**config.mk**
```make
export PLATFORM = sky130hd
export DESIGN_NAME = riscv_pipeline
export DESIGN_NICKNAME = d
export VERILOG_FILES = /design/src/rtl/riscv_pipeline.sv
export SDC_FILE = /design/constraint.sdc
export NUM_CORES = 1
export LEC_CHECK = 0
export CAP_MARGIN = 20
export CORE_ASPECT_RATIO = 1.25
export CORE_MARGIN = 4
export CORE_UTILIZATION = 53
export DETAILED_ROUTE_END_ITERATION = 10
export PLACE_DENSITY_LB_ADDON = 0.2
export SETUP_SLACK_MARGIN = 0.3
export SYNTH_ARGS = -nofsm -noshare
export SYNTH_HDL_FRONTEND = slang
export SYNTH_SLANG_ARGS = --single-unit
```
**constraint.sdc**
```tcl
create_clock -name clk -period 4 [get_ports clk]
set_input_delay 0.8 -clock clk [delete_from_list [all_inputs] [get_ports clk]]
set_output_delay 0.8 -clock clk [all_outputs]
set_load 0.02 [all_outputs]
```
**src/rtl/riscv_pipeline.sv**
```systemverilog
`default_nettype none
// +----------------------------------------------------------------------------+
// | riscv_pipeline : 5-stage RV32I OP/OP-IMM core; RISCV_FORWARD_EN = bypass   |
// | Rev 1.0                                                                    |
// +----------------------------------------------------------------------------+

module riscv_decode (
  input  logic        clk,
  input  logic        rst_n,
  input  logic [31:0] instr_i,
  input  logic        wb_we_i,
  input  logic [4:0]  wb_rd_i,
  input  logic [31:0] wb_data_i,
  output logic [4:0]  rs1_o,
  output logic [4:0]  rs2_o,
  output logic [4:0]  rd_o,
  output logic        rs1_used_o,
  output logic        rs2_used_o,
  output logic        we_o,
  output logic [3:0]  alu_fn_o,
  output logic [31:0] op_a_o,
  output logic [31:0] op_b_o
);
  logic [31:0] reg_file [0:31];
  logic        is_op, is_opi, alt;
  logic [2:0]  funct3;
  logic [31:0] imm, rs1_val, rs2_val;

  assign is_op      = (instr_i[6:0] == 7'b0110011);
  assign is_opi     = (instr_i[6:0] == 7'b0010011);
  assign funct3     = instr_i[14:12];
  assign rs1_o      = instr_i[19:15];
  assign rs2_o      = instr_i[24:20];
  assign rd_o       = instr_i[11:7];
  assign imm        = {{20{instr_i[31]}}, instr_i[31:20]};
  assign rs1_used_o = is_op | is_opi;
  assign rs2_used_o = is_op;
  assign we_o       = (is_op | is_opi) && (rd_o != 5'd0);
  // OP-IMM only carries the alternate bit for srai; addi with a negative imm must stay an add
  assign alt        = is_op ? instr_i[30] : (funct3 == 3'b101) && instr_i[30];
  assign alu_fn_o   = {alt, funct3};

  always_comb begin
    rs1_val = reg_file[rs1_o];
    rs2_val = reg_file[rs2_o];
    if (wb_we_i && wb_rd_i == rs1_o) rs1_val = wb_data_i;
    if (wb_we_i && wb_rd_i == rs2_o) rs2_val = wb_data_i;
    if (rs1_o == 5'd0) rs1_val = 32'd0;
    if (rs2_o == 5'd0) rs2_val = 32'd0;
  end

  assign op_a_o = rs1_val;
  assign op_b_o = is_op ? rs2_val : imm;

  always_ff @(posedge clk) begin
    if (rst_n) begin
      for (int i = 0; i < 32; i++) reg_file[i] <= 32'd0;
    end else if (wb_we_i && wb_rd_i != 5'd0) begin
      reg_file[wb_rd_i] <= wb_data_i;
    end
  end
endmodule

module riscv_core (
  input  logic        clk,
  input  logic        rst_n,
  input  logic [31:0] instr_i,
  output logic [31:0] pc_o
);
  logic [31:0] pc_q, pc_d, ifid_instr_q;
  logic [4:0]  dec_rs1, dec_rs2, dec_rd;
  logic        dec_rs1_used, dec_rs2_used, dec_we;
  logic [3:0]  dec_fn;
  logic [31:0] dec_a, dec_b;
  logic [31:0] idex_a_q, idex_b_q;
  logic [4:0]  idex_rd_q;
  logic        idex_we_q;
  logic [3:0]  idex_fn_q;
  logic [31:0] exmem_res_q, memwb_res_q;
  logic [4:0]  exmem_rd_q, memwb_rd_q;
  logic        exmem_we_q, memwb_we_q;
  logic        stall;
  logic [31:0] fwd_a, fwd_b, alu_res;

  riscv_decode u_decode (
    .clk(clk), .rst_n(rst_n), .instr_i(ifid_instr_q),
    .wb_we_i(memwb_we_q), .wb_rd_i(memwb_rd_q), .wb_data_i(memwb_res_q),
    .rs1_o(dec_rs1), .rs2_o(dec_rs2), .rd_o(dec_rd),
    .rs1_used_o(dec_rs1_used), .rs2_used_o(dec_rs2_used), .we_o(dec_we),
    .alu_fn_o(dec_fn), .op_a_o(dec_a), .op_b_o(dec_b)
  );

`ifdef RISCV_FORWARD_EN
  logic [4:0] idex_rs1_q, idex_rs2_q;

  // Unused source fields are recorded as x0 so they never match a producer
  always_ff @(posedge clk) begin
    if (rst_n) begin
      idex_rs1_q <= 5'd0;
      idex_rs2_q <= 5'd0;
    end else begin
      idex_rs1_q <= dec_rs1_used ? dec_rs1 : 5'd0;
      idex_rs2_q <= dec_rs2_used ? dec_rs2 : 5'd0;
    end
  end

  always_comb begin
    fwd_a = idex_a_q;
    fwd_b = idex_b_q;
    if (idex_rs1_q != 5'd0 && exmem_we_q && exmem_rd_q == idex_rs1_q) fwd_a = exmem_res_q;
    else if (idex_rs1_q != 5'd0 && memwb_we_q && memwb_rd_q == idex_rs1_q) fwd_a = memwb_res_q;
    if (idex_rs2_q != 5'd0 && exmem_we_q && exmem_rd_q == idex_rs2_q) fwd_b = exmem_res_q;
    else if (idex_rs2_q != 5'd0 && memwb_we_q && memwb_rd_q == idex_rs2_q) fwd_b = memwb_res_q;
  end

  assign stall = 1'b0;
`else
  assign fwd_a = idex_a_q;
  assign fwd_b = idex_b_q;
  assign stall =
    (dec_rs1_used && dec_rs1 != 5'd0 &&
     ((idex_we_q && idex_rd_q == dec_rs1) || (exmem_we_q && exmem_rd_q == dec_rs1))) ||
    (dec_rs2_used && dec_rs2 != 5'd0 &&
     ((idex_we_q && idex_rd_q == dec_rs2) || (exmem_we_q && exmem_rd_q == dec_rs2)));
`endif

  always_comb begin
    alu_res = 32'd0;
    case (idex_fn_q[2:0])
      3'b000:  alu_res = idex_fn_q[3] ? fwd_a - fwd_b : fwd_a + fwd_b;
      3'b001:  alu_res = fwd_a << fwd_b[4:0];
      3'b010:  alu_res = {31'd0, $signed(fwd_a) < $signed(fwd_b)};
      3'b011:  alu_res = {31'd0, fwd_a < fwd_b};
      3'b100:  alu_res = fwd_a ^ fwd_b;
      3'b101:  alu_res = idex_fn_q[3] ? 32'($signed(fwd_a) >>> fwd_b[4:0]) : fwd_a >> fwd_b[4:0];
      3'b110:  alu_res = fwd_a | fwd_b;
      default: alu_res = fwd_a & fwd_b;
    endcase
  end

  assign pc_d = stall ? pc_q : pc_q + 32'd4;

  always_ff @(posedge clk) begin
    if (rst_n) begin
      pc_q         <= 32'd0;
      ifid_instr_q <= 32'h0000_0013;
      idex_a_q     <= 32'd0;
      idex_b_q     <= 32'd0;
      idex_rd_q    <= 5'd0;
      idex_we_q    <= 1'b0;
      idex_fn_q    <= 4'd0;
      exmem_res_q  <= 32'd0;
      exmem_rd_q   <= 5'd0;
      exmem_we_q   <= 1'b0;
      memwb_res_q  <= 32'd0;
      memwb_rd_q   <= 5'd0;
      memwb_we_q   <= 1'b0;
    end else begin
      pc_q <= pc_d;
      if (!stall) ifid_instr_q <= instr_i;
      if (stall) begin
        idex_a_q  <= 32'd0;
        idex_b_q  <= 32'd0;
        idex_rd_q <= 5'd0;
        idex_we_q <= 1'b0;
        idex_fn_q <= 4'd0;
      end else begin
        idex_a_q  <= dec_a;
        idex_b_q  <= dec_b;
        idex_rd_q <= dec_rd;
        idex_we_q <= dec_we;
        idex_fn_q <= dec_fn;
      end
      exmem_res_q <= alu_res;
      exmem_rd_q  <= idex_rd_q;
      exmem_we_q  <= idex_we_q;
      memwb_res_q <= exmem_res_q;
      memwb_rd_q  <= exmem_rd_q;
      memwb_we_q  <= exmem_we_q;
    end
  end

  assign pc_o = pc_q;
endmodule

module riscv_pipeline (
  input  logic        clk,
  input  logic        rst_n,
  input  logic [31:0] instrF,
  output logic [31:0] pcF
);
  riscv_core core_inst (
    .clk(clk), .rst_n(rst_n), .instr_i(instrF), .pc_o(pcF)
  );
endmodule

`default_nettype wire

```
==> results.txt, run 1 <==
- Area share of the leading cell type in the synthesized netlist: between 40% and 50%
- The synthesized design spends more area on one cell type than any other, namely dfxtp_1.
* Power density of the placed cells: between 300 and 400 nW/µm²
- The design draws approximately 1.3 mW.
* Die outline area: between 6000 and 7000 µm²
- Number of top-level pins: 66
* Number of CTS-inserted buffers: 9
* DRT iter0 DRCs: 108
- Of the total power, the clock network draws between 30 and 40%.
- Total Routed Length: between 6000 and 7000 µm
* # Max-Cap Violations: 0
- Antenna violations before repair: 0
* Result of the run: completed
* Post-cts hold buffer count: 0
- At the pin with the least slew margin, the transition time is between 900 and 1000 ps.
- Routed via count divided by cell count: about 5.8
- For the worst-skew pair, the clock arrives at the later sink with an insertion delay of 330 ps.
- GPL Wtd Cong: ~0.85
- 0 antenna diodes ended up in the layout.
* Synth Register Bits: 64
* Number of warnings printed during yosys synthesis: 0
- In the post-route analysis, the smallest setup slack over all paths is 1190 ps.
- Commonest cells in the synthesized netlist: dfxtp_1 (64), a21oi_1 (28), nor2_1 (26)
- The path with the worst hold slack has its endpoint at core_inst.ifid_instr_q[5]$_SDFFE_PP0N_.
- The first global-routing pass estimated roughly 11000 µm of wire.
- The most common cell in the synthesized netlist is dfxtp_1.
- The number of gates resized after CTS was 0.
- IR analysis of the VDD net gives a maximum drop of 0.000208 V.
- Compared with the post-synthesis result, the final layout area differs by 24.8%.
- Max-Slew Margin vs Limit: between 30% and 40%
* Worst r2r dst: core_inst.pc_o[17]$_SDFFE_PP0N_
- The worst hold path begins at core_inst.ifid_instr_q[5]$_SDFFE_PP0N_.
- Summing the sequential cell areas from Yosys gives 44.8% of the chip area.
- After detailed routing, the average wire length per cell comes to around 15 µm.
- Launching point of the worst reg2reg path: core_inst.ifid_instr_q[20]$_SDFFE_PP0N_
- After synthesis, the cell types taking the most area are dfxtp_1 (45%), xnor2_1 (6.1%), mux2i_1 (5.6%).
- Fill cells in the final layout number about 440.
* Int Pwr: approximately 0.95 mW
- TritonCTS built the clock tree.
- Net count, final: just under 400
* Unrepaired setup endpoints after global routing: false
* Gate Count Post-Synth: 312
- For this run, the top clock speed supported by timing is approximately 360 MHz.
- Net switching is 24.5% of the power.
* Aggregate negative setup slack: 0 ps
* Register clock-pin slew on the reported worst setup and hold paths: about 70 ps
* Total global-route track usage: 20.2%
- CTS Root Cell: clkbuf_8
- Leakage: 1.14 nW
* Tightest hold margin: just under 500 ps
* Critical path data arrival time: approximately 3000 ps
- Antenna-violating nets left: 0
* Reg2Reg Setup Slack: between 1000 and 1500 ps
- Yosys mapped a number of flops with a built-in enable equal to 0.
- Max-slew violations: 0
- Critical path class: reg -> reg
- Before CTS, the worst setup slack after placement is about 1200 ps.
* Die X: 73.7 µm
* Post-route fraction of the period consumed by the critical path: between 70 and 80%
- The worst setup path is launched from a flop.
- The clock net in this run drives a total of between 60 and 70 sinks.
- The worst register-to-register path has a depth of 7.
- Detailed placement HPWL: 4420 µm
- The number of global-route vias before repair is approximately 2500.
* Hold Path Depth: 2
- Pre-antenna DRT Iters: 4
- The H-tree was split into 3 levels.
- Setup violations remaining at the end of the flow were counted as 0.
- Global route overflow: 0
* Final number of hold-violating endpoints: 0
- Number of remaining DRC errors: 0
* Crit path time final: about 2800 ps
* Placeable core region: 5150 µm²
- For this design the total switching power over the nets is about 0.3 mW.
- Largest fanout on the critical path: 46
* Height of the chip: roughly 90 µm
- After synthesis, the netlist uses 44 different library cells.
- Final setup skew: 8.38 ps
* Largest net degree at the start of global routing: 47
- Across all layers, the routed design uses ~2500 vias.
- Of the cells placed in the final design, the portion with a size suffix greater than 1 is under 10%.
- Most used flip-flop cell after synthesis: dfxtp_1
- After synthesis, the mean cell area works out to approximately 9 µm².
- Sequential group share of total power: a little over half
* Post-synth design cell area: between 2000 and 3000 µm²
* Fraction of power consumed by combinational cells: under 10%
- Quantity of I/O buffers inserted on ports: 53
- Number of buffers on the longest clock path: 2
- After floorplanning, the core was divided into 29 placement rows.
- The number of setup buffers added after CTS is 0.
- The initial utilization of the core area, before any placement, comes to a little under three fifths.
* Hold WC Path Type: reg -> reg
* Critical Path RT: approximately 4300 ps
- In the synthesized netlist the async set-or-reset flop fraction comes to 0%.
- The worst setup path is captured at a flop.
-- layout make-up --
type / count / area, µm² / area share [%]
inverters: 5 / 18.8 / 0.526
well taps: 62 / 77.6 / 2.17
flip-flops and latches: 64 / 1280 / 35.9
multi-input cells: 226 / 1460 / 41.0
repair buffers: 56 / 548 / 15.3
clock inverters: 6 / 45.0 / 1.26
clock buffers: 10 / 138 / 3.85
-- worst max-delay path, stage by stage (launching register included) --
cell     delay (ps)
dfxtp_1         350
or4_1           550
o21ai_0         160
nor2_1           80
a22o_2          560
buf_4           350
or4_1           510
a21oi_1         160
-- stage by stage --
stage                     instance area, µm²  util, %  std cells
after floorplan                         2860        -        313
after global placement                  3390     65.8        413
after detailed placement                3390     65.8        413
after CTS                               3570     69.3        429
after global routing                    3570     69.3        429
final                                   3570     69.3        429
-- cells by family after synthesis --
family	count (synthesis)	share of synthesized area, %
AO/OA/AOI/OAI	62	12.9
XOR/XNOR	21	6.43
adder cells (fa/ha/maj)	1	0.437
buffers and inverters	23	4.24
flip-flops	64	44.8
multiplexers	17	5.99
other	1	0.131
AND/OR/NAND/NOR	123	25.1
-- power groups by stage --
stage	Clock (mW)	Sequential, mW	Combinational [mW]
after CTS	0.504	0.676	0.0932
after detailed placement	0	0.690	0.0922
after global routing	0.538	0.678	0.102
after floorplan	0	0.688	0.0564
final	0.491	0.676	0.0928
after global placement	0	0.689	0.0913
-- sequential cells by signal, summed over array words and instances, names as in the netlist --
| register | flops |
|---|---|
| core_inst.ifid_instr_q | 22 |
| core_inst.idex_we_q | 1 |
| core_inst.exmem_we_q | 1 |
| core_inst.idex_rd_q | 5 |
| core_inst.pc_o | 30 |
| core_inst.exmem_rd_q | 5 |
-- worst max-delay path by stage --
stage | cells past startpoint | slack [ps] | start | endpoint
CTS | 7 | 1190 | core_inst.ifid_instr_q[20]$_SDFFE_PP0N_ | core_inst.pc_o[18]$_SDFFE_PP0N_
floorplan | 6 | 1650 | core_inst.pc_o[5]$_SDFFE_PP0N_ | core_inst.pc_o[29]$_SDFFE_PP0N_
detailed placement | 7 | 1200 | core_inst.ifid_instr_q[20]$_SDFFE_PP0N_ | core_inst.pc_o[17]$_SDFFE_PP0N_
global placement | 7 | 1240 | core_inst.ifid_instr_q[20]$_SDFFE_PP0N_ | core_inst.pc_o[17]$_SDFFE_PP0N_
finish | 7 | 1190 | core_inst.ifid_instr_q[20]$_SDFFE_PP0N_ | core_inst.pc_o[17]$_SDFFE_PP0N_
global route | 7 | 1060 | core_inst.ifid_instr_q[2]$_SDFFE_PP0N_ | core_inst.pc_o[12]$_SDFFE_PP0N_
-- layout by cell type, fill, tap and decap left out, types with 2 or more instances in the layout --
master            n
nand4b_1          3
clkbuf_8         10
nor2b_1           7
and3_1            3
or3_1            15
clkdlybuf4s50_1  52
o31ai_1           6
inv_1             5
o22ai_1           2
dfxtp_1          64
a31o_2            3
nand4_1          19
o21ai_0          17
o41ai_1           2
and4_1            2
and2_1            9
or4_1             8
a21oi_1          28
nand2_1          10
mux2i_1          16
clkinv_4          2
nand3_1           8
conb_1            2
nor3_1            5
buf_4             3
xnor2_1          20
or4b_1            2
nor2_1           26
clkinvlp_4        3
-- per-layer routing --
metal | GRT usage, % | part of all wire [%] | routed length, µm
met1 | 22.9 | 41 | 2720
met3 | 4.02 | 4.7 | 308
met2 | 34.5 | 53 | 3490
met4 | 10.4 | 0.81 | 53
met5 | 0 | 0 | 0
(Power assumes the default switching activity.)
==> inputs of run 2 (changes only) <==
--- a/config.mk
+++ b/config.mk
@@ -8,7 +8,7 @@
 export CAP_MARGIN = 20
 export CORE_ASPECT_RATIO = 1.25
 export CORE_MARGIN = 4
-export CORE_UTILIZATION = 53
+export CORE_UTILIZATION = 45
 export DETAILED_ROUTE_END_ITERATION = 10
 export PLACE_DENSITY_LB_ADDON = 0.2
 export SETUP_SLACK_MARGIN = 0.3
==> constraint.sdc (replaced) <==
create_clock -name clk -period 2.3 [get_ports clk]
set_input_delay 0.46 -clock clk [delete_from_list [all_inputs] [get_ports clk]]
set_output_delay 0.46 -clock clk [all_outputs]
set_load 0.02 [all_outputs]
==> results.txt, run 2 (synthesized netlist as in run 1, its figures left out) <==
* Hold Path Depth: 1
* Path length in cells of the critical path: 7
- After detailed routing, the number of remaining DRC violations is 0.
* Final number of hold-violating endpoints: 0
- Power spread over the standard cell area amounts to 567 nW/µm².
* Hold WC Path Type: reg -> reg
- Commonest non-fill, non-tap cell in the layout: dfxtp_1
- For this design the static power due to leakage is between 1 and 1.5 nW.
* Achievable frequency: between 400 and 500 MHz
* Crit path time final: 2150 ps
- Detailed placement HPWL: 4840 µm
* Routed wire per std cell: 15.4 µm
* Number of cells on the worst reg-to-reg path: 7
* Launching point of the worst reg2reg path: core_inst.ifid_instr_q[24]$_SDFFE_PP0N_
- Cells with a size suffix above 1 make up 23.4% of the layout.
* Number of top-level pins: between 60 and 70
- Port buffering added 53 buffers.
- On the worst path, the slowest cell contributes a delay of around 550 ps.
* Die X: between 70 and 80 µm
- Setup repair after global routing could not meet its margin everywhere.
- Initial standard-cell utilization of the core: 46.4%
- The floorplan step set the die height to approximately 97 µm.
- Number of H-tree branching levels: 3
* Commonest non-fill, non-tap cells in the layout: dfxtp_1 (53), clkdlybuf4s50_1 (52), nor2_1 (24)
- Clock tree from TritonCTS: built
- Max-Slew Margin vs Limit: between 50 and 60%
- Capture endpoint of the worst hold path: core_inst.exmem_we_q$_SDFF_PP0_
- Max-slew violations: 0
- The filler cells instantiated in the layout total 555.
- At the later pin of the worst-skew pair, clock insertion delay measures 330 ps.
- The routed design has ~7400 µm of wire.
- The initial antenna violation count was 0.
- The tool flagged a number of max-cap violations equal to 0.
- The worst-case IR drop observed on VDD is just over 0.0003 V.
- Worst r2r dst: core_inst.pc_o[8]$_SDFFE_PP0N_
* Pre-antenna DRT Iters: 4
- Summed over all layers, the global routing overflow is 0.
- Number of CTS-inserted buffers: 9
- Die outline area: just under 8000 µm²
* Final setup vio count: 0
- GPL Wtd Cong: roughly 0.9
- Largest fanout on the critical path: 5
- Register clock-pin slew on the reported worst setup and hold paths: about 70 ps
* CTS Root Cell: clkbuf_8
- Combined area of the multi-input logic cells: 1620 µm²
- Largest delay share family, worst path: simple AND/OR/NAND/NOR gates
* Clock sink total: 64
- In the global route stage, overall resource usage came out at 19.4%.
- For the final database, setup skew stands at a little under 9 ps.
- Result of the run: completed
- Cell with the largest stage delay on the worst path: or4_4
* Critical path class: reg -> reg
- Net count, final: around 420
- Overall via count from detail_route: 2562
* Aggregate negative setup slack: 0 ps
- Reg2Reg Setup Slack: approximately 150 ps
- The completed layout was analyzed and its total power is around 2.3 mW.
* Critical path cell sequence: or4_4, o21ai_4, nor2_4, a22o_4, buf_6, or4_4, a21oi_2
- At the worst endpoint, the arrival time is 2420 ps.
* Total buffers and inverters traversed by the critical path: 1
- The worst setup path is launched from a flop.
- Placeable core region: between 6000 and 7000 µm²
- Total number of placement rows: 32
- At the pin with the least slew margin, the transition time is between 700 and 800 ps.
- Dominant cell type by count on the critical path: or4_4
- For the worst setup path, the data required time is around 2600 ps.
* Global-route wire length before repair: 11800 µm
- Number of buffers on the longest clock path: 2
- Antenna Diode Count: 0
* Synth-to-Final Area Change: 42.0%
- Largest register FFs: 30
- In the final layout, flip-flops and latches occupy 1310 µm².
- Entering global routing, the biggest net connects 38 pins.
- In this run, the number of DRC markers left after iteration 0 of detailed routing was 109.
- The startpoint identified for the worst hold timing path is core_inst.idex_we_q$_SDFF_PP0_.
- Post-route fraction of the period consumed by the critical path: between 90% and 100%
- In this run the remaining antenna-violating nets after routing total 0.
* Critical path endpoint category: flop
- Routed via count divided by cell count: 5.35
* Via count of the first global-routing pass: between 2000 and 3000
-- run 2: metrics by stage --
step	utilization [%]	hold slack, ps	std cells	instance area [µm²]	setup WS (ps)
final	65.9	487	479	4060	153
after global routing	65.9	503	479	4060	108
after CTS	64.4	492	477	3970	138
after detailed placement	58.5	460	453	3610	60.8
after global placement	58.5	456	453	3610	71.3
after floorplan	-	441	313	2930	236
-- run 2: layer usage --
metal  wire [µm]  track usage, %  vias to the layer above
met1        3190            23.1                     1217
met3         286            5.10                        8
met5           0               0                        -
met2        3820            33.2                       53
li1            -               -                     1284
met4          83            6.88                        0
-- run 2: repair_timing --
action,4_1_cts,5_1_grt
hold buffers,0,0
cloned,1,0
pin swaps,27,11
endpoints found under the hold margin,0,0
setup buffers,7,2
endpoints found under the setup margin,39,58
gates resized for setup,23,19
-- run 2: how the worst max path moves through the flow --
stage / startpoint / end
floorplan: core_inst.ifid_instr_q[22]$_SDFFE_PP0N_ / core_inst.pc_o[11]$_SDFFE_PP0N_
global placement: core_inst.ifid_instr_q[22]$_SDFFE_PP0N_ / core_inst.pc_o[19]$_SDFFE_PP0N_
detailed placement: core_inst.ifid_instr_q[22]$_SDFFE_PP0N_ / core_inst.pc_o[19]$_SDFFE_PP0N_
CTS: core_inst.ifid_instr_q[24]$_SDFFE_PP0N_ / core_inst.pc_o[19]$_SDFFE_PP0N_
global route: core_inst.ifid_instr_q[24]$_SDFFE_PP0N_ / core_inst.pc_o[19]$_SDFFE_PP0N_
finish: core_inst.ifid_instr_q[24]$_SDFFE_PP0N_ / core_inst.pc_o[8]$_SDFFE_PP0N_
-- run 2: power by group --
part           total [mW]  internal (mW)  switching (mW)
Combinational       0.188          0.105          0.0831
Clock               0.941          0.489           0.451
Sequential           1.17           1.14          0.0346
Total                2.30           1.73           0.569
-- run 2: cell type report --
type | count | share of cell area [%]
Inverter | 5 | 0.462
Timing Repair Buffer | 83 | 20.0
Tap cell | 85 | 2.62
Clock inverter | 5 | 0.955
Clock buffer | 11 | 4.00
Sequential cell | 64 | 32.1
Multi-Input combinational cell | 226 | 39.8
==> inputs of run 3 (changes only) <==
--- a/config.mk
+++ b/config.mk
@@ -9,6 +9,7 @@
 export CORE_ASPECT_RATIO = 1.25
 export CORE_MARGIN = 4
 export CORE_UTILIZATION = 45
+export CTS_CLUSTER_DIAMETER = 30
 export DETAILED_ROUTE_END_ITERATION = 10
 export PLACE_DENSITY_LB_ADDON = 0.2
 export SETUP_SLACK_MARGIN = 0.3
==> results of run 3 <==
No change in the layout: final DEF, timing and power equal those of run 2.
